## config.mk

```make
export PLATFORM = sky130hd
export DESIGN_NAME = comparador_serial
export DESIGN_NICKNAME = d
export VERILOG_FILES = /design/src/rtl/comparador_pkg.sv /design/src/rtl/celda_serial_di.sv /design/src/rtl/comparador_serial.sv
export SDC_FILE = /design/constraint.sdc
export NUM_CORES = 1
export LEC_CHECK = 0
export ABC_AREA = 1
export CORE_MARGIN = 1.5
export CORE_UTILIZATION = 50
export CTS_BUF_LIST = sky130_fd_sc_hd__clkbuf_8
export DETAILED_ROUTE_END_ITERATION = 10
export DONT_BUFFER_PORTS = 1
export GPL_TIMING_DRIVEN = 0
export PLACE_DENSITY = 0.75
export SLEW_MARGIN = 20
export SYNTH_ARGS = -nofsm -noshare
export SYNTH_HDL_FRONTEND = slang
export SYNTH_SLANG_ARGS = --single-unit
```

## constraint.sdc

```tcl
create_clock -name clk -period 2.05 [get_ports clk]
set_input_delay 0.205 -clock clk [delete_from_list [all_inputs] [get_ports clk]]
set_output_delay 0.205 -clock clk [all_outputs]
set_load 0.005 [all_outputs]
```

## src/rtl/comparador_pkg.sv

```systemverilog
// Shared definitions for the bit-serial magnitude comparator: state encoding
// and the bit-index width helper.
package comparador_pkg;

    localparam logic [1:0] IDLE_ENC = 2'd0;
    localparam logic [1:0] RUN_ENC  = 2'd1;
    localparam logic [1:0] DONE_ENC = 2'd2;

    typedef enum logic [1:0] {
        IDLE = IDLE_ENC,
        RUN  = RUN_ENC,
        DONE = DONE_ENC
    } state_t;

    // A one-bit operand still needs a one-bit index register.
    function automatic int idx_width(input int k);
        return (k <= 1) ? 1 : $clog2(k);
    endfunction

endpackage

```

## src/rtl/celda_serial_di.sv

```systemverilog
// One-bit comparison cell, evaluated right to left: n_out = (A[i:0] > B[i:0])
// given n_in = (A[i-1:0] > B[i-1:0]). primera selects the LSB form.
module celda_serial_di (
    input  logic a,
    input  logic b,
    input  logic n_in,
    input  logic primera,
    output logic n_out
);

    logic gana;
    logic iguales;

    assign gana    = a & ~b;
    assign iguales = ~(a ^ b);
    assign n_out   = primera ? gana : (gana | (iguales & n_in));

endmodule

```

## src/rtl/comparador_serial.sv

```systemverilog
// Bit-serial A > B comparator: one shared cell stepped LSB to MSB, one bit per
// clock, with a start/busy/done handshake and a per-bit partial-result trace N.
module comparador_serial
    import comparador_pkg::*;
#(
    parameter int K = 8
) (
    input  logic         clk,
    input  logic         reset,
    input  logic         start,
    input  logic [K-1:0] A,
    input  logic [K-1:0] B,
    output logic         busy,
    output logic         done,
    output logic [K-1:0] N,
    output logic         Z
);

    localparam int            IW       = idx_width(K);
    localparam logic [IW-1:0] IDX_LAST = IW'(K - 1);

    state_t        state_reg;
    state_t        state_next;
    logic [IW-1:0] idx_reg;
    logic [K-1:0]  a_reg;
    logic [K-1:0]  b_reg;
    logic [K-1:0]  n_reg;
    logic          carry_reg;
    logic          z_reg;
    logic          accept;
    logic          primera;
    logic          n_out;

    // start only counts when no run is in flight
    assign accept  = start && (state_reg == IDLE || state_reg == DONE);
    assign primera = (idx_reg == '0);

    celda_serial_di u_celda (
        .a      (a_reg[idx_reg]),
        .b      (b_reg[idx_reg]),
        .n_in   (carry_reg),
        .primera(primera),
        .n_out  (n_out)
    );

    always_comb begin
        state_next = state_reg;
        busy       = 1'b0;
        done       = 1'b0;
        case (state_reg)
            IDLE: begin
                if (start) state_next = RUN;
            end
            RUN: begin
                busy = 1'b1;
                if (idx_reg == IDX_LAST) state_next = DONE;
            end
            DONE: begin
                done       = 1'b1;
                state_next = start ? RUN : IDLE;
            end
            default: state_next = IDLE;
        endcase
    end

    always_ff @(posedge clk or posedge reset) begin
        if (reset) begin
            state_reg <= IDLE;
            idx_reg   <= '0;
            a_reg     <= '0;
            b_reg     <= '0;
            n_reg     <= '0;
            carry_reg <= 1'b0;
            z_reg     <= 1'b0;
        end else begin
            state_reg <= state_next;
            if (accept) begin
                a_reg     <= A;
                b_reg     <= B;
                n_reg     <= '0;
                idx_reg   <= '0;
                carry_reg <= 1'b0;
                z_reg     <= 1'b0;
            end else if (state_reg == RUN) begin
                n_reg[idx_reg] <= n_out;
                carry_reg      <= n_out;
                // The index parks on the MSB rather than wrapping; start reloads it.
                if (idx_reg == IDX_LAST) begin
                    z_reg <= n_out;
                end else begin
                    idx_reg <= idx_reg + IW'(1);
                end
            end
        end
    end

    assign N = n_reg;
    assign Z = z_reg;

endmodule
```

==> results of run 1 <==
==> power by group through the flow <==
stage                     clock, mW  sequential, mW  combinational [mW]
after floorplan                   0            1.02                1.20
after global placement            0            1.05                1.42
after detailed placement          0            1.06                1.44
after CTS                     0.533            1.05                1.45
after global routing          0.559            1.08                1.65
final                         0.526            1.05                1.44
==> logic make-up (layout without fill, tap and decap cells) <==
logic type,Yosys count,count (layout),share of synthesized area
fa+ha+maj,4,4,0.0305
compound gates,20,20,0.0709
simple gates,125,125,0.325
flops,31,31,0.473
buf+inv,28,37,0.101
==> worst max path at each step <==
stage / endpoint / slack, ns / start
floorplan: Z$_DFFE_PP0P_ / 0.35 / idx_reg[0]$_DFFE_PP0P_
global placement: carry_reg$_DFFE_PP0P_ / 0.17 / idx_reg[0]$_DFFE_PP0P_
detailed placement: carry_reg$_DFFE_PP0P_ / 0.16 / idx_reg[0]$_DFFE_PP0P_
CTS: carry_reg$_DFFE_PP0P_ / 0.13 / idx_reg[0]$_DFFE_PP0P_
global route: carry_reg$_DFFE_PP0P_ / 0.01 / idx_reg[0]$_DFFE_PP0P_
finish: carry_reg$_DFFE_PP0P_ / 0.16 / idx_reg[0]$_DFFE_PP0P_
==> cells in the final DEF (no fill, tap or decap), types with 2 or more instances in the layout <==
| cell type | n |
|---|---|
| sky130_fd_sc_hd__ha_1 | 4 |
| sky130_fd_sc_hd__nor2_1 | 16 |
| sky130_fd_sc_hd__nor2_2 | 8 |
| sky130_fd_sc_hd__a21oi_1 | 9 |
| sky130_fd_sc_hd__buf_4 | 2 |
| sky130_fd_sc_hd__nand3_1 | 10 |
| sky130_fd_sc_hd__inv_2 | 5 |
| sky130_fd_sc_hd__o21ai_0 | 5 |
| sky130_fd_sc_hd__buf_6 | 4 |
| sky130_fd_sc_hd__inv_1 | 14 |
| sky130_fd_sc_hd__dfrtp_1 | 31 |
| sky130_fd_sc_hd__clkbuf_8 | 7 |
| sky130_fd_sc_hd__o21ai_1 | 4 |
| sky130_fd_sc_hd__inv_4 | 2 |
| sky130_fd_sc_hd__nand2_1 | 87 |
==> synthesized netlist by cell type <==
cell / instances / area [um2]
sky130_fd_sc_hd__nand2_4: 1 / 11.3
sky130_fd_sc_hd__buf_6: 4 / 45.0
sky130_fd_sc_hd__nor2_4: 1 / 11.3
sky130_fd_sc_hd__buf_2: 1 / 5.00
sky130_fd_sc_hd__buf_4: 2 / 15.0
sky130_fd_sc_hd__nand3_4: 1 / 17.5
sky130_fd_sc_hd__o21ai_1: 4 / 20.0
sky130_fd_sc_hd__nand3_1: 10 / 50.1
sky130_fd_sc_hd__a21oi_1: 9 / 45.0
sky130_fd_sc_hd__buf_12: 1 / 20.0
sky130_fd_sc_hd__inv_4: 2 / 12.5
sky130_fd_sc_hd__inv_1: 14 / 52.6
sky130_fd_sc_hd__nor2_2: 8 / 50.1
sky130_fd_sc_hd__nor2_1: 16 / 60.1
sky130_fd_sc_hd__dfrtp_1: 31 / 776
sky130_fd_sc_hd__nand2_1: 87 / 327
sky130_fd_sc_hd__o21bai_4: 1 / 18.8
sky130_fd_sc_hd__ha_1: 4 / 50.1
sky130_fd_sc_hd__o21ai_0: 5 / 25.0
sky130_fd_sc_hd__a22oi_1: 1 / 7.51
sky130_fd_sc_hd__inv_2: 4 / 15.0
sky130_fd_sc_hd__nand2_2: 1 / 6.26
==> routing by layer <==
layer / vias up / GRT usage / part of all wire
met5: - / 0 / 0
met4: 0 / 0.0857 / 0.021
met3: 6 / 0.0758 / 0.047
met2: 27 / 0.278 / 0.42
met1: 548 / 0.249 / 0.51
li1: 652 / - / -
==> metrics by stage <==
stage	utilization	area (um2)
2_1_floorplan	-	1640
3_3_place_gp	0.551	1700
3_5_place_dp	0.551	1700
4_1_cts	0.587	1810
5_1_grt	0.587	1810
6_report	0.587	1810
==> worst max-delay path: stages (launching register included) <==
cell	delay, ns
sky130_fd_sc_hd__dfrtp_1	0.39
sky130_fd_sc_hd__buf_6	0.15
sky130_fd_sc_hd__buf_12	0.14
sky130_fd_sc_hd__nand2_1	0.05
sky130_fd_sc_hd__o21ai_1	0.05
sky130_fd_sc_hd__nand2_1	0.05
sky130_fd_sc_hd__nand2_1	0.05
sky130_fd_sc_hd__nand2_1	0.06
sky130_fd_sc_hd__nand2_1	0.05
sky130_fd_sc_hd__ha_1	0.28
sky130_fd_sc_hd__nand2_1	0.08
sky130_fd_sc_hd__o21bai_4	0.25
sky130_fd_sc_hd__inv_2	0.08
sky130_fd_sc_hd__o21ai_1	0.13
==> repair_timing <==
item                                    4_1_cts  5_1_grt
resized for setup                             0        0
hold endpoints to repair                     31        0
hold buffers                                  1        0
endpoints found under the setup margin        0        3
==> layout make-up <==
class,instances,area (um2),area share
Tap cell,44,55.1,0.0305
Sequential cell,31,776,0.430
Multi-Input combinational cell,149,699,0.387
Clock inverter,1,3.75,0.00208
Timing Repair Buffer,1,10.0,0.00554
Inverter,20,80.1,0.0444
Buffer,8,85.1,0.0471
Clock buffer,7,96.3,0.0534
==> report_table.html, run 1 <==
<table>
<tr><th>Metric</th><th>Value</th></tr>
<tr><th colspan="2">Power</th></tr>
<tr><td>Net switching fraction of the power</td><td>0.420</td></tr>
<tr><td>Final total power</td><td>roughly 3 mW</td></tr>
<tr><td>Internal power contribution</td><td>between 1.5 and 2 mW</td></tr>
<tr><td>Switching power total</td><td>1.27 mW</td></tr>
<tr><td>Proportion of power drawn by the clock network</td><td>0.175</td></tr>
<tr><td>Combinational share of power</td><td>0.478</td></tr>
<tr><td>Proportion of power drawn by flip-flops and latches</td><td>0.347</td></tr>
<tr><td>Maximum vdd ir drop</td><td>789 uV</td></tr>
<tr><td>Power per unit of standard cell area</td><td>between 1500 and 2000 nW/um2</td></tr>
<tr><td>Leak</td><td>0.945 nW</td></tr>
<tr><th colspan="2">Timing</th></tr>
<tr><td>Unrepaired setup endpoints after global routing</td><td>false</td></tr>
<tr><td>WHS</td><td>about 0.024 ns</td></tr>
<tr><td>Upper clock frequency limit</td><td>between 500 and 600 MHz</td></tr>
<tr><td>Clk_skew</td><td>0.00438 ns</td></tr>
<tr><td>Clock period minus final worst setup slack</td><td>between 1.5 and 2 ns</td></tr>
<tr><td>Final critical-path setup slack</td><td>around 0.16 ns</td></tr>
<tr><td>Setup TNS</td><td>0 ns</td></tr>
<tr><td>Worst slew margin</td><td>0.581</td></tr>
<tr><td>Total count of max-transition violations in the final report</td><td>0</td></tr>
<tr><td>Transition time at the pin with the least slew margin</td><td>around 0.63 ns</td></tr>
<tr><td>Final hold viol count</td><td>0</td></tr>
<tr><td>Final worst path period share</td><td>0.921</td></tr>
<tr><td>Number of setup violations in the final report</td><td>0</td></tr>
<tr><th colspan="2">Placed design</th></tr>
<tr><td>HPWL after DPL</td><td>approximately 2000 um</td></tr>
<tr><td>Cells after DPL</td><td>about 250</td></tr>
<tr><td>Worst slack after detailed placement</td><td>about 0.16 ns</td></tr>
<tr><td>IO Port Bufs</td><td>0</td></tr>
<tr><td>Placer Congestion</td><td>between 0.7 and 0.8</td></tr>
<tr><th colspan="2">Detailed routing</th></tr>
<tr><td>Vias</td><td>1233</td></tr>
<tr><td>Number of remaining DRC errors</td><td>0</td></tr>
<tr><td>Starting DRC count in detailed routing</td><td>between 40 and 50</td></tr>
<tr><td>Number of nets with antenna violations after routing</td><td>0</td></tr>
<tr><td>Vias per std cell</td><td>4.72</td></tr>
<tr><td>Detail-routed net length per standard cell</td><td>between 10 and 15 um</td></tr>
<tr><td>Final WL</td><td>about 2900 um</td></tr>
<tr><td>First-pass iteration count of the detailed router</td><td>4</td></tr>
<tr><th colspan="2">CTS</th></tr>
<tr><td>Maximum buffer depth of the clock tree</td><td>2</td></tr>
<tr><td>Clock tree from TritonCTS</td><td>yes</td></tr>
<tr><td>Post-CTS setup-driven buffer insertion count</td><td>0</td></tr>
<tr><td>Number of levels in the clock H-tree</td><td>2</td></tr>
<tr><td>Cell chosen for the clock root</td><td>sky130_fd_sc_hd__clkbuf_8</td></tr>
<tr><td>Clk sinks</td><td>31</td></tr>
<tr><td>Clock latency at the later pin of the worst-skew pair</td><td>about 0.29 ns</td></tr>
<tr><td>CTS Buf Count</td><td>5</td></tr>
<tr><td>Clock input transition at the sequential cells of the worst setup and hold paths</td><td>0.06 ns</td></tr>
<tr><th colspan="2">Floorplan</th></tr>
<tr><td>Die X-Extent</td><td>around 60 um</td></tr>
<tr><td>Initial standard-cell utilization of the core</td><td>0.533</td></tr>
<tr><td>Die area</td><td>3630 um2</td></tr>
<tr><td>Vertical die dimension</td><td>about 60 um</td></tr>
<tr><td>Placeable Area</td><td>a little over 3000 um2</td></tr>
<tr><td>Number of top-level design ports</td><td>30</td></tr>
<tr><td>Number of placement rows</td><td>20</td></tr>
<tr><th colspan="2">Min path</th></tr>
<tr><td>Start point of the worst min-delay path</td><td>B[4]</td></tr>
<tr><td>Worst hold path endpoint</td><td>b_reg[4]$_DFFE_PP0N_</td></tr>
<tr><td>Hold crit path type</td><td>in -&gt; reg</td></tr>
<tr><td>Worst Hold Path Cells</td><td>2</td></tr>
<tr><th colspan="2">Global routing</th></tr>
<tr><td>Initial antenna violation count</td><td>0</td></tr>
<tr><td>Vias in the first global route</td><td>between 1000 and 1500</td></tr>
<tr><td>Pin count of the biggest net entering global routing</td><td>32</td></tr>
<tr><td>Global-route usage over all layers</td><td>0.191</td></tr>
<tr><td>Wire length of the first global-routing pass</td><td>approximately 5000 um</td></tr>
<tr><td>Grt ovf</td><td>0</td></tr>
<tr><th colspan="2">Layout</th></tr>
<tr><td>Layout Area Growth over Synthesis</td><td>10.1%</td></tr>
<tr><td>Final Non-Filler Cells</td><td>around 260</td></tr>
<tr><td>Antenna diode instance count</td><td>0</td></tr>
<tr><td>Proportion of layout cells with a drive suffix above 1</td><td>0.161</td></tr>
<tr><td>Number of fill cells</td><td>280</td></tr>
<tr><td>Number of nets in the finished design</td><td>between 200 and 250</td></tr>
<tr><th colspan="2">Setup path</th></tr>
<tr><td>Crit-path max FO</td><td>10</td></tr>
<tr><td>Register-to-Register Path Depth</td><td>13</td></tr>
<tr><td>Kind of launch point of the worst setup path</td><td>flop</td></tr>
<tr><td>FF-to-FF Start</td><td>idx_reg[0]$_DFFE_PP0P_</td></tr>
<tr><td>WP data arrival</td><td>approximately 2.1 ns</td></tr>
<tr><td>Class of the most critical setup path</td><td>reg -&gt; reg</td></tr>
<tr><td>Reg-to-Reg End</td><td>carry_reg$_DFFE_PP0P_</td></tr>
<tr><td>Flop-to-flop setup slack</td><td>~0.16 ns</td></tr>
<tr><td>Setup crit end kind</td><td>flop</td></tr>
<tr><td>Worst path required time</td><td>~2.3 ns</td></tr>
<tr><th colspan="2">Yosys</th></tr>
<tr><td>Synth warn</td><td>0</td></tr>
<tr><td>Number of library cell types mapped by synthesis</td><td>22</td></tr>
<tr><td>Flop and latch count out of synthesis</td><td>31</td></tr>
<tr><td>Part of the Yosys area used for sequential elements</td><td>0.473</td></tr>
<tr><td>Post-Syn Nets</td><td>231</td></tr>
<tr><td>Syn Area/Cell</td><td>between 7 and 8 um2</td></tr>
<tr><td>Count of mapped cells out of synthesis</td><td>between 200 and 250</td></tr>
<tr><td>Post-synthesis cell area</td><td>approximately 1600 um2</td></tr>
<tr><th colspan="2">Outcome</th></tr>
<tr><td>Run status</td><td>complete, no violations</td></tr>
<tr><th colspan="2">Flow run</th></tr>
<tr><td>Number of maximum-capacitance constraint violations</td><td>0</td></tr>
</table>
Note: power is estimated with default switching activity, not from simulation.
==> inputs of run 2 (changes only) <==
Settings changed: CELL_PAD_IN_SITES_DETAIL_PLACEMENT set to 1, CELL_PAD_IN_SITES_GLOBAL_PLACEMENT set to 2, CORE_UTILIZATION 50 to 37, PLACE_DENSITY 0.75 to 0.9.
==> run 2 against run 1 <==
Effect of this change:
- sequential share of layout area fell by 1.6 points
- cell area rose by 4.0%
- combinational power rose by 18%
- hold slack improved by 0.016 ns
- critical path depth did not move
- clock power fell by 16%
- first-iteration DRC count rose by 56%
- critical path type unchanged
- largest cell class unchanged
- largest power group unchanged
==> report_table.html, run 2 (synthesis gave the netlist of run 1 again) <==
<table>
<tr><th>Metric</th><th>Value</th></tr>
<tr><th colspan="2">Setup path</th></tr>
<tr><td>Kind of launch point of the worst setup path</td><td>flop (unchanged)</td></tr>
<tr><td>Dominant delay contributor by cell family on the critical path</td><td>compound AO/OA/AOI/OAI gates (unchanged)</td></tr>
<tr><td>Worst path required time</td><td>2.25 ns (was 2.26 ns)</td></tr>
<tr><td>Ordered cell list for the critical path</td><td>buf_6 -&gt; buf_12 -&gt; nand2_4 -&gt; o21ai_2 -&gt; nand2_1 -&gt; nand2_1 -&gt; nand2_1 -&gt; nand2_2 -&gt; ha_4 -&gt; nand2_4 -&gt; o21bai_4 -&gt; inv_2 -&gt; a21oi_2 (was buf_6 -&gt; buf_12 -&gt; nand2_1 -&gt; o21ai_1 -&gt; nand2_1 -&gt; nand2_1 -&gt; nand2_1 -&gt; nand2_1 -&gt; ha_1 -&gt; nand2_1 -&gt; o21bai_4 -&gt; inv_2 -&gt; o21ai_1)</td></tr>
<tr><td>Crit-path max FO</td><td>8 (was 10)</td></tr>
<tr><td>Largest stage delay, worst path</td><td>0.39 ns (about the same)</td></tr>
<tr><td>Crit-path slowest cell</td><td>sky130_fd_sc_hd__dfrtp_1 (unchanged)</td></tr>
<tr><td>WP data arrival</td><td>2.11 ns (was 2.10 ns)</td></tr>
<tr><td>Most repeated library cell on the critical path</td><td>sky130_fd_sc_hd__nand2_1 (unchanged)</td></tr>
<tr><td>Class of the most critical setup path</td><td>reg -&gt; reg (unchanged)</td></tr>
<tr><td>Combined buffer and inverter count along the critical path</td><td>3 (unchanged)</td></tr>
<tr><td>Setup crit end kind</td><td>flop (unchanged)</td></tr>
<tr><th colspan="2">Layout</th></tr>
<tr><td>Number of nets in the finished design</td><td>241 (was 239)</td></tr>
<tr><td>Most common cell after layout, fill and taps aside</td><td>sky130_fd_sc_hd__nand2_1 (unchanged)</td></tr>
<tr><td>Commonest cells after routing, fill and taps aside</td><td>sky130_fd_sc_hd__nand2_1 (81), sky130_fd_sc_hd__dfrtp_1 (31), sky130_fd_sc_hd__inv_1 (15), sky130_fd_sc_hd__nor2_1 (15), sky130_fd_sc_hd__nand3_1 (10) (was sky130_fd_sc_hd__nand2_1 (87), sky130_fd_sc_hd__dfrtp_1 (31), sky130_fd_sc_hd__nor2_1 (16))</td></tr>
<tr><td>Proportion of layout cells with a drive suffix above 1</td><td>0.219 (was 0.161)</td></tr>
<tr><td>Layout Area Growth over Synthesis</td><td>14.4% (was 10.1%)</td></tr>
<tr><td>Layout Utilization</td><td>0.434 (was 0.587)</td></tr>
<tr><td>Antenna diode instance count</td><td>0 (unchanged)</td></tr>
<tr><td>Total non-filler cell area in the finished layout</td><td>1880 um2 (was 1810 um2)</td></tr>
<tr><th colspan="2">Timing</th></tr>
<tr><td>Transition time at the pin with the least slew margin</td><td>0.635 ns (was 0.628 ns)</td></tr>
<tr><td>Number of setup violations in the final report</td><td>0 (unchanged)</td></tr>
<tr><td>Final worst path period share</td><td>0.929 (was 0.921)</td></tr>
<tr><td>Clk_skew</td><td>0.00339 ns (was 0.00438 ns)</td></tr>
<tr><td>Upper clock frequency limit</td><td>525 MHz (was 530 MHz)</td></tr>
<tr><td>Unrepaired setup endpoints after global routing</td><td>true (was false)</td></tr>
<tr><td>Final hold viol count</td><td>0 (unchanged)</td></tr>
<tr><td>Worst slew margin</td><td>0.576 (was 0.581)</td></tr>
<tr><td>Total count of max-transition violations in the final report</td><td>0 (unchanged)</td></tr>
<tr><td>Clock period minus final worst setup slack</td><td>1.90 ns (was 1.89 ns)</td></tr>
<tr><th colspan="2">CTS</th></tr>
<tr><td>CTS Buf Count</td><td>5 (unchanged)</td></tr>
<tr><td>Clock latency at the later pin of the worst-skew pair</td><td>0.27 ns (was 0.29 ns)</td></tr>
<tr><td>Clock tree from TritonCTS</td><td>yes (unchanged)</td></tr>
<tr><td>Clk sinks</td><td>31 (unchanged)</td></tr>
<tr><td>Clock input transition at the sequential cells of the worst setup and hold paths</td><td>0.06 ns (about the same)</td></tr>
<tr><td>Cell chosen for the clock root</td><td>sky130_fd_sc_hd__clkbuf_8 (unchanged)</td></tr>
<tr><td>Number of levels in the clock H-tree</td><td>2 (unchanged)</td></tr>
<tr><td>Maximum buffer depth of the clock tree</td><td>2 (unchanged)</td></tr>
<tr><th colspan="2">Floorplan</th></tr>
<tr><td>Number of placement rows</td><td>24 (was 20)</td></tr>
<tr><td>Placeable Area</td><td>4320 um2 (was 3080 um2)</td></tr>
<tr><td>Number of top-level design ports</td><td>30 (unchanged)</td></tr>
<tr><td>Die X-Extent</td><td>69.6 um (was 60.3 um)</td></tr>
<tr><td>Initial standard-cell utilization of the core</td><td>0.379 (was 0.533)</td></tr>
<tr><td>Vertical die dimension</td><td>69.6 um (was 60.3 um)</td></tr>
<tr><td>Die area</td><td>4840 um2 (was 3630 um2)</td></tr>
<tr><th colspan="2">Power</th></tr>
<tr><td>Maximum vdd ir drop</td><td>686 uV (was 789 uV)</td></tr>
<tr><td>Combinational share of power</td><td>0.529 (was 0.478)</td></tr>
<tr><td>Power per unit of standard cell area</td><td>1710 nW/um2 (was 1670 nW/um2)</td></tr>
<tr><td>Final total power</td><td>3.20 mW (was 3.01 mW)</td></tr>
<tr><td>Switching power total</td><td>1.42 mW (was 1.27 mW)</td></tr>
<tr><td>Net switching fraction of the power</td><td>0.443 (was 0.420)</td></tr>
<tr><td>Leak</td><td>0.967 nW (was 0.945 nW)</td></tr>
<tr><td>Proportion of power drawn by flip-flops and latches</td><td>0.332 (was 0.347)</td></tr>
<tr><td>Internal power contribution</td><td>1.78 mW (was 1.75 mW)</td></tr>
<tr><td>Proportion of power drawn by the clock network</td><td>0.138 (was 0.175)</td></tr>
<tr><th colspan="2">Global routing</th></tr>
<tr><td>Pin count of the biggest net entering global routing</td><td>32 (unchanged)</td></tr>
<tr><td>Wire length of the first global-routing pass</td><td>6390 um (was 4870 um)</td></tr>
<tr><td>Global-route usage over all layers</td><td>0.167 (was 0.191)</td></tr>
<tr><td>Initial antenna violation count</td><td>0 (unchanged)</td></tr>
<tr><td>Vias in the first global route</td><td>1370 (was 1119)</td></tr>
<tr><td>Grt ovf</td><td>0 (unchanged)</td></tr>
<tr><th colspan="2">Detailed routing</th></tr>
<tr><td>Number of nets with antenna violations after routing</td><td>0 (unchanged)</td></tr>
<tr><td>Starting DRC count in detailed routing</td><td>75 (was 48)</td></tr>
<tr><td>Vias</td><td>1327 (was 1233)</td></tr>
<tr><td>Detail-routed net length per standard cell</td><td>13.3 um (was 11.0 um)</td></tr>
<tr><td>Final WL</td><td>3600 um (was 2860 um)</td></tr>
<tr><td>First-pass iteration count of the detailed router</td><td>4 (unchanged)</td></tr>
<tr><td>Vias per std cell</td><td>4.90 (was 4.72)</td></tr>
<tr><td>Number of remaining DRC errors</td><td>0 (unchanged)</td></tr>
<tr><th colspan="2">Placed design</th></tr>
<tr><td>HPWL after DPL</td><td>2490 um (was 1980 um)</td></tr>
<tr><td>Placer Congestion</td><td>0.761 (was 0.767)</td></tr>
<tr><td>IO Port Bufs</td><td>0 (unchanged)</td></tr>
<tr><td>Placement-stage cell area</td><td>1710 um2 (was 1700 um2)</td></tr>
<tr><th colspan="2">Min path</th></tr>
<tr><td>Hold crit path type</td><td>in -&gt; reg (unchanged)</td></tr>
<tr><th colspan="2">Outcome</th></tr>
<tr><td>Run status</td><td>complete, no violations (unchanged)</td></tr>
<tr><th colspan="2">Flow run</th></tr>
<tr><td>Number of maximum-capacitance constraint violations</td><td>0 (unchanged)</td></tr>
</table>
-- run 2: cell count changes in the layout (fill, tap and decap cells not counted), sizes merged --
cell	previous run	this run
clkbuf	7	5
clkinv	0	2
buf	8	10
-- run 2: power groups by stage --
stage,clock network (mW),logic [mW],registers (mW)
global route,0.486,1.98,1.10
global placement,0,1.46,1.06
detailed placement,0,1.49,1.07
CTS,0.459,1.50,1.06
finish,0.443,1.70,1.06
floorplan,0,1.20,1.02
-- run 2: per-stage QoR --
stage	hold slack [ns]	instances	worst slack, ns	TNS, ns
floorplan	0.309	208	0.353	0
global placement	0.319	260	0.125	0
detailed placement	0.214	260	0.131	0
CTS	0.0325	269	0.0894	0
global route	0.0290	271	-0.0295	-0.0666
finish	0.0397	271	0.145	0
-- run 2: worst reg2reg max path, delay by kind of cell, from the launching register on --
kind	cells	cell delay (ns)
AO/OA/AOI/OAI	3	0.42
flip-flops	1	0.39
buffers and inverters	3	0.39
AND/OR/NAND/NOR	6	0.35
adder cells (fa/ha/maj)	1	0.28
-- run 2: final timing paths --
| check | slack, ns | cells past startpoint | endpoint | startpoint |
|---|---|---|---|---|
| worst max-delay path | 0.15 | 13 | N[7]$_DFFE_PP0P_ | idx_reg[0]$_DFFE_PP0P_ |
| worst min-delay path | 0.04 | 2 | b_reg[6]$_DFFE_PP0N_ | B[6] |
| worst max register to register | 0.15 | 13 | N[7]$_DFFE_PP0P_ | idx_reg[0]$_DFFE_PP0P_ |
| worst min register to register | 0.48 | 2 | a_reg[1]$_DFFE_PP0N_ | a_reg[1]$_DFFE_PP0N_ |
| max in group asynchronous | 1.16 | 2 | N[6]$_DFFE_PP0P_ | reset |
| min in group asynchronous | 0.47 | 2 | a_reg[6]$_DFFE_PP0N_ | reset |
-- run 2: layout make-up --
| class | count | area [um2] |
|---|---|---|
| fillers | 556 | 2450 |
| flip-flops and latches | 31 | 776 |
| multi-input cells | 149 | 754 |
| inverters | 20 | 90.1 |
| plain buffers | 8 | 85.1 |
| clock buffers | 5 | 68.8 |
| well taps | 52 | 65.1 |
| repair buffers | 3 | 25.0 |
| clock inverters | 3 | 12.5 |
-- run 2: what timing repair did --
action	CTS	global route
gates resized for setup	0	17
endpoints found under the hold margin	31	0
buffers inserted	0	2
hold buffers	1	0
endpoints found under the setup margin	0	10
-- run 2: per-layer routing --
metal,vias up,global-route usage,wire [um]
met1,638,0.216,1690
li1,660,-,-
met4,0,0.0588,72
met2,21,0.270,1720
met3,8,0.0422,113
met5,-,0,0
==> inputs of run 3 (changes only) <==
Settings changed: CORE_UTILIZATION 37 to 34, PLACE_DENSITY 0.9 to 0.87.
Clock period 2.05 ns to 1.7 ns, I/O delays scaled along.
==> run 3 against run 2 <==
Effect of this change:
- the run now ends with setup timing left
- count of clock-buffer cells in the layout up 2
- total power up 38%
- combinational power up 45%
- setup slack worse by 0.31 ns
- via count up 4.1%
- sequential cell count unchanged
- sequential power up 23%
- register-to-register slack worse by 0.31 ns
- sequential share of layout area down 5.2 points
- maximum frequency up 1.9%
- clock skew up 0.0036 ns
- largest power group unchanged
==> report_table.html, run 3 (synthesis gave the netlist of run 1 again) <==
<table>
<tr><th>Metric</th><th>Value</th></tr>
<tr><th colspan="2">Outcome</th></tr>
<tr><td>Run status</td><td>finished with violations (was complete, no violations)</td></tr>
<tr><td>Violated checks</td><td>setup timing</td></tr>
<tr><th colspan="2">Setup path</th></tr>
<tr><td>Worst path required time</td><td>1.92 ns (was 2.25 ns)</td></tr>
<tr><td>FF-to-FF Start</td><td>idx_reg[0]$_DFFE_PP0P_ (unchanged)</td></tr>
<tr><td>WP data arrival</td><td>2.09 ns (was 2.11 ns)</td></tr>
<tr><td>Register-to-Register Path Depth</td><td>14 (was 13)</td></tr>
<tr><td>Class of the most critical setup path</td><td>reg -&gt; reg (unchanged)</td></tr>
<tr><td>Kind of launch point of the worst setup path</td><td>flop (unchanged)</td></tr>
<tr><td>Critical path startpoint</td><td>idx_reg[0]$_DFFE_PP0P_ (unchanged)</td></tr>
<tr><td>Crit-path max FO</td><td>7 (was 8)</td></tr>
<tr><td>Setup crit end kind</td><td>flop (unchanged)</td></tr>
<tr><th colspan="2">Detailed routing</th></tr>
<tr><td>Vias per std cell</td><td>4.67 (was 4.90)</td></tr>
<tr><td>Detail-routed net length per standard cell</td><td>13.6 um (was 13.3 um)</td></tr>
<tr><td>Detailed route wirelength on metal3</td><td>104 um (was 113 um)</td></tr>
<tr><td>Starting DRC count in detailed routing</td><td>30 (was 75)</td></tr>
<tr><td>Number of nets with antenna violations after routing</td><td>0 (unchanged)</td></tr>
<tr><td>Final WL</td><td>4020 um (was 3600 um)</td></tr>
<tr><td>First-pass iteration count of the detailed router</td><td>4 (unchanged)</td></tr>
<tr><td>Met1 WL</td><td>1820 um (was 1690 um)</td></tr>
<tr><td>Vias</td><td>1381 (was 1327)</td></tr>
<tr><td>Met2 layer wire length in the routed design</td><td>2020 um (was 1720 um)</td></tr>
<tr><td>DR top layer</td><td>met4 (unchanged)</td></tr>
<tr><td>Number of remaining DRC errors</td><td>0 (unchanged)</td></tr>
<tr><th colspan="2">CTS</th></tr>
<tr><td>CTS Buf Count</td><td>5 (unchanged)</td></tr>
<tr><td>Clock input transition at the sequential cells of the worst setup and hold paths</td><td>0.07 ns (was 0.06 ns)</td></tr>
<tr><td>Number of levels in the clock H-tree</td><td>2 (unchanged)</td></tr>
<tr><td>Clock tree from TritonCTS</td><td>yes (unchanged)</td></tr>
<tr><td>Clk sinks</td><td>31 (unchanged)</td></tr>
<tr><td>Cell chosen for the clock root</td><td>sky130_fd_sc_hd__clkbuf_8 (unchanged)</td></tr>
<tr><td>Maximum buffer depth of the clock tree</td><td>2 (unchanged)</td></tr>
<tr><td>Clock latency at the later pin of the worst-skew pair</td><td>0.28 ns (was 0.27 ns)</td></tr>
<tr><th colspan="2">Placed design</th></tr>
<tr><td>Cells after DPL</td><td>262 (was 260)</td></tr>
<tr><td>Placement-stage cell area</td><td>1710 um2 (about the same)</td></tr>
<tr><td>HPWL after DPL</td><td>2540 um (was 2490 um)</td></tr>
<tr><td>Worst slack after detailed placement</td><td>-0.238 ns (was 0.131 ns)</td></tr>
<tr><td>IO Port Bufs</td><td>0 (unchanged)</td></tr>
<tr><td>Placer Congestion</td><td>0.797 (was 0.761)</td></tr>
<tr><th colspan="2">Layout</th></tr>
<tr><td>Final Non-Filler Cells</td><td>296 (was 271)</td></tr>
<tr><td>Number of fill cells</td><td>567 (was 556)</td></tr>
<tr><td>Number of nets in the finished design</td><td>264 (was 241)</td></tr>
<tr><td>Total non-filler cell area in the finished layout</td><td>2150 um2 (was 1880 um2)</td></tr>
<tr><td>Proportion of layout cells with a drive suffix above 1</td><td>0.269 (was 0.219)</td></tr>
<tr><td>Most common cell after layout, fill and taps aside</td><td>sky130_fd_sc_hd__nand2_1 (unchanged)</td></tr>
<tr><td>Antenna diode instance count</td><td>0 (unchanged)</td></tr>
<tr><td>Layout Area Growth over Synthesis</td><td>30.8% (was 14.4%)</td></tr>
<tr><td>Commonest cells after routing, fill and taps aside</td><td>sky130_fd_sc_hd__nand2_1 (78), sky130_fd_sc_hd__dfrtp_1 (31), sky130_fd_sc_hd__dlygate4sd3_1 (16) (was sky130_fd_sc_hd__nand2_1 (81), sky130_fd_sc_hd__dfrtp_1 (31), sky130_fd_sc_hd__inv_1 (15), sky130_fd_sc_hd__nor2_1 (15), sky130_fd_sc_hd__nand3_1 (10))</td></tr>
<tr><td>Layout Utilization</td><td>0.457 (was 0.434)</td></tr>
<tr><th colspan="2">Global routing</th></tr>
<tr><td>Vias in the first global route</td><td>1500 (was 1370)</td></tr>
<tr><td>Wire length of the first global-routing pass</td><td>6870 um (was 6390 um)</td></tr>
<tr><td>Pin count of the biggest net entering global routing</td><td>32 (unchanged)</td></tr>
<tr><td>Global-route usage over all layers</td><td>0.174 (was 0.167)</td></tr>
<tr><td>Initial antenna violation count</td><td>0 (unchanged)</td></tr>
<tr><td>Grt ovf</td><td>0 (unchanged)</td></tr>
<tr><th colspan="2">Timing</th></tr>
<tr><td>Clk_skew</td><td>0.00698 ns (was 0.00339 ns)</td></tr>
<tr><td>Worst slew margin</td><td>0.557 (was 0.576)</td></tr>
<tr><td>Unrepaired setup endpoints after global routing</td><td>true (unchanged)</td></tr>
<tr><td>Final critical-path setup slack</td><td>-0.169 ns (was 0.145 ns)</td></tr>
<tr><td>Final hold viol count</td><td>0 (unchanged)</td></tr>
<tr><td>WHS</td><td>0.00838 ns (was 0.0397 ns)</td></tr>
<tr><td>Clock period minus final worst setup slack</td><td>1.87 ns (was 1.90 ns)</td></tr>
<tr><td>Upper clock frequency limit</td><td>535 MHz (was 525 MHz)</td></tr>
<tr><td>Number of setup violations in the final report</td><td>10 (was 0)</td></tr>
<tr><td>Transition time at the pin with the least slew margin</td><td>0.663 ns (was 0.635 ns)</td></tr>
<tr><td>Total count of max-transition violations in the final report</td><td>0 (unchanged)</td></tr>
<tr><td>Setup TNS</td><td>-1.47 ns (was 0 ns)</td></tr>
<tr><td>Final worst path period share</td><td>1.10 (was 0.929)</td></tr>
<tr><th colspan="2">Floorplan</th></tr>
<tr><td>Die X-Extent</td><td>72.5 um (was 69.6 um)</td></tr>
<tr><td>Die area</td><td>5250 um2 (was 4840 um2)</td></tr>
<tr><td>Number of top-level design ports</td><td>30 (unchanged)</td></tr>
<tr><td>Number of placement rows</td><td>25 (was 24)</td></tr>
<tr><td>Placeable Area</td><td>4690 um2 (was 4320 um2)</td></tr>
<tr><td>Vertical die dimension</td><td>72.5 um (was 69.6 um)</td></tr>
<tr><td>Initial standard-cell utilization of the core</td><td>0.350 (was 0.379)</td></tr>
<tr><th colspan="2">Flow run</th></tr>
<tr><td>Number of maximum-capacitance constraint violations</td><td>0 (unchanged)</td></tr>
<tr><th colspan="2">Power</th></tr>
<tr><td>Proportion of power drawn by the clock network</td><td>0.146 (was 0.138)</td></tr>
<tr><td>Final total power</td><td>4.41 mW (was 3.20 mW)</td></tr>
<tr><td>Leak</td><td>1.08 nW (was 0.967 nW)</td></tr>
<tr><td>Maximum vdd ir drop</td><td>601 uV (was 686 uV)</td></tr>
<tr><td>Internal power contribution</td><td>2.54 mW (was 1.78 mW)</td></tr>
<tr><td>Switching power total</td><td>1.87 mW (was 1.42 mW)</td></tr>
<tr><td>Proportion of power drawn by flip-flops and latches</td><td>0.295 (was 0.332)</td></tr>
<tr><td>Net switching fraction of the power</td><td>0.425 (was 0.443)</td></tr>
<tr><td>Power per unit of standard cell area</td><td>2050 nW/um2 (was 1710 nW/um2)</td></tr>
<tr><td>Combinational share of power</td><td>0.560 (was 0.529)</td></tr>
<tr><th colspan="2">Min path</th></tr>
<tr><td>Worst Hold Path Cells</td><td>2 (unchanged)</td></tr>
<tr><td>Hold crit path type</td><td>in -&gt; reg (unchanged)</td></tr>
<tr><td>Start point of the worst min-delay path</td><td>A[6] (was B[6])</td></tr>
</table>
==> run 3: cell types whose count changed in the layout (fill, tap and decap cells not counted), moves of 3 or more <==
| cell | delta |
|---|---|
| sky130_fd_sc_hd__buf_4 | +4 |
| sky130_fd_sc_hd__buf_6 | +4 |
| sky130_fd_sc_hd__dlygate4sd3_1 | +15 |
| sky130_fd_sc_hd__nand2_1 | -3 |
| sky130_fd_sc_hd__nor2_1 | -4 |
| sky130_fd_sc_hd__nor2_2 | +3 |
==> run 3: area by class of cell <==
type	count	area [um2]	area share
clock buffer	7	96.3	0.0449
multi-input combinational	149	782	0.364
buffer	8	85.1	0.0397
tap	54	67.6	0.0315
sequential	31	776	0.362
inverter	20	85.1	0.0397
timing repair buffer	26	250	0.117
clock inverter	1	3.75	0.00175
==> run 3: worst max-delay path, cell delays in order, from the launching register on <==
cell and delay, ns:
sky130_fd_sc_hd__dfrtp_1 0.39, sky130_fd_sc_hd__buf_6 0.15, sky130_fd_sc_hd__buf_12 0.14, sky130_fd_sc_hd__nand2_2 0.04
sky130_fd_sc_hd__o21ai_1 0.05, sky130_fd_sc_hd__nand2_1 0.05, sky130_fd_sc_hd__nand2_1 0.05, sky130_fd_sc_hd__nand2_1 0.07
sky130_fd_sc_hd__nand2_2 0.06, sky130_fd_sc_hd__ha_4 0.27, sky130_fd_sc_hd__nand2_4 0.05, sky130_fd_sc_hd__o21bai_4 0.20
sky130_fd_sc_hd__buf_6 0.15, sky130_fd_sc_hd__nor2_4 0.03, sky130_fd_sc_hd__nor2_2 0.08
==> run 3: path summary, 6_finish.rpt <==
check                                  endpoint  slack (ns)
min reg2reg                b_reg[2]$_DFFE_PP0N_        0.48
min in group asynchronous  b_reg[1]$_DFFE_PP0N_        0.44
max                            N[3]$_DFFE_PP0P_       -0.17
max reg2reg                    N[3]$_DFFE_PP0P_       -0.17
max in group asynchronous      N[2]$_DFFE_PP0P_        0.82
min                        a_reg[6]$_DFFE_PP0N_       0.008
==> run 3: layer usage <==
| layer | global-route usage | vias to the layer above |
|---|---|---|
| li1 | - | 698 |
| met1 | 0.214 | 656 |
| met2 | 0.296 | 22 |
| met3 | 0.0431 | 5 |
| met4 | 0.0629 | 0 |
| met5 | 0 | - |
==> run 3: power by group through the flow <==
stage               logic [mW]  registers [mW]  clock network (mW)
floorplan                 1.45            1.23                   0
global placement          1.76            1.28                   0
detailed placement        1.79            1.29                   0
CTS                       2.20            1.28               0.667
global route              2.79            1.34               0.695
finish                    2.47            1.30               0.643
==> run 3: repair_timing <==
| action | CTS | global route |
|---|---|---|
| pin swaps | 9 | 20 |
| gates resized for setup | 11 | 19 |
| hold buffers | 16 | 0 |
| setup endpoints to repair | 10 | 10 |
| hold endpoints to repair | 46 | 0 |
| cloned | 0 | 0 |
| buffers inserted | 9 | 1 |
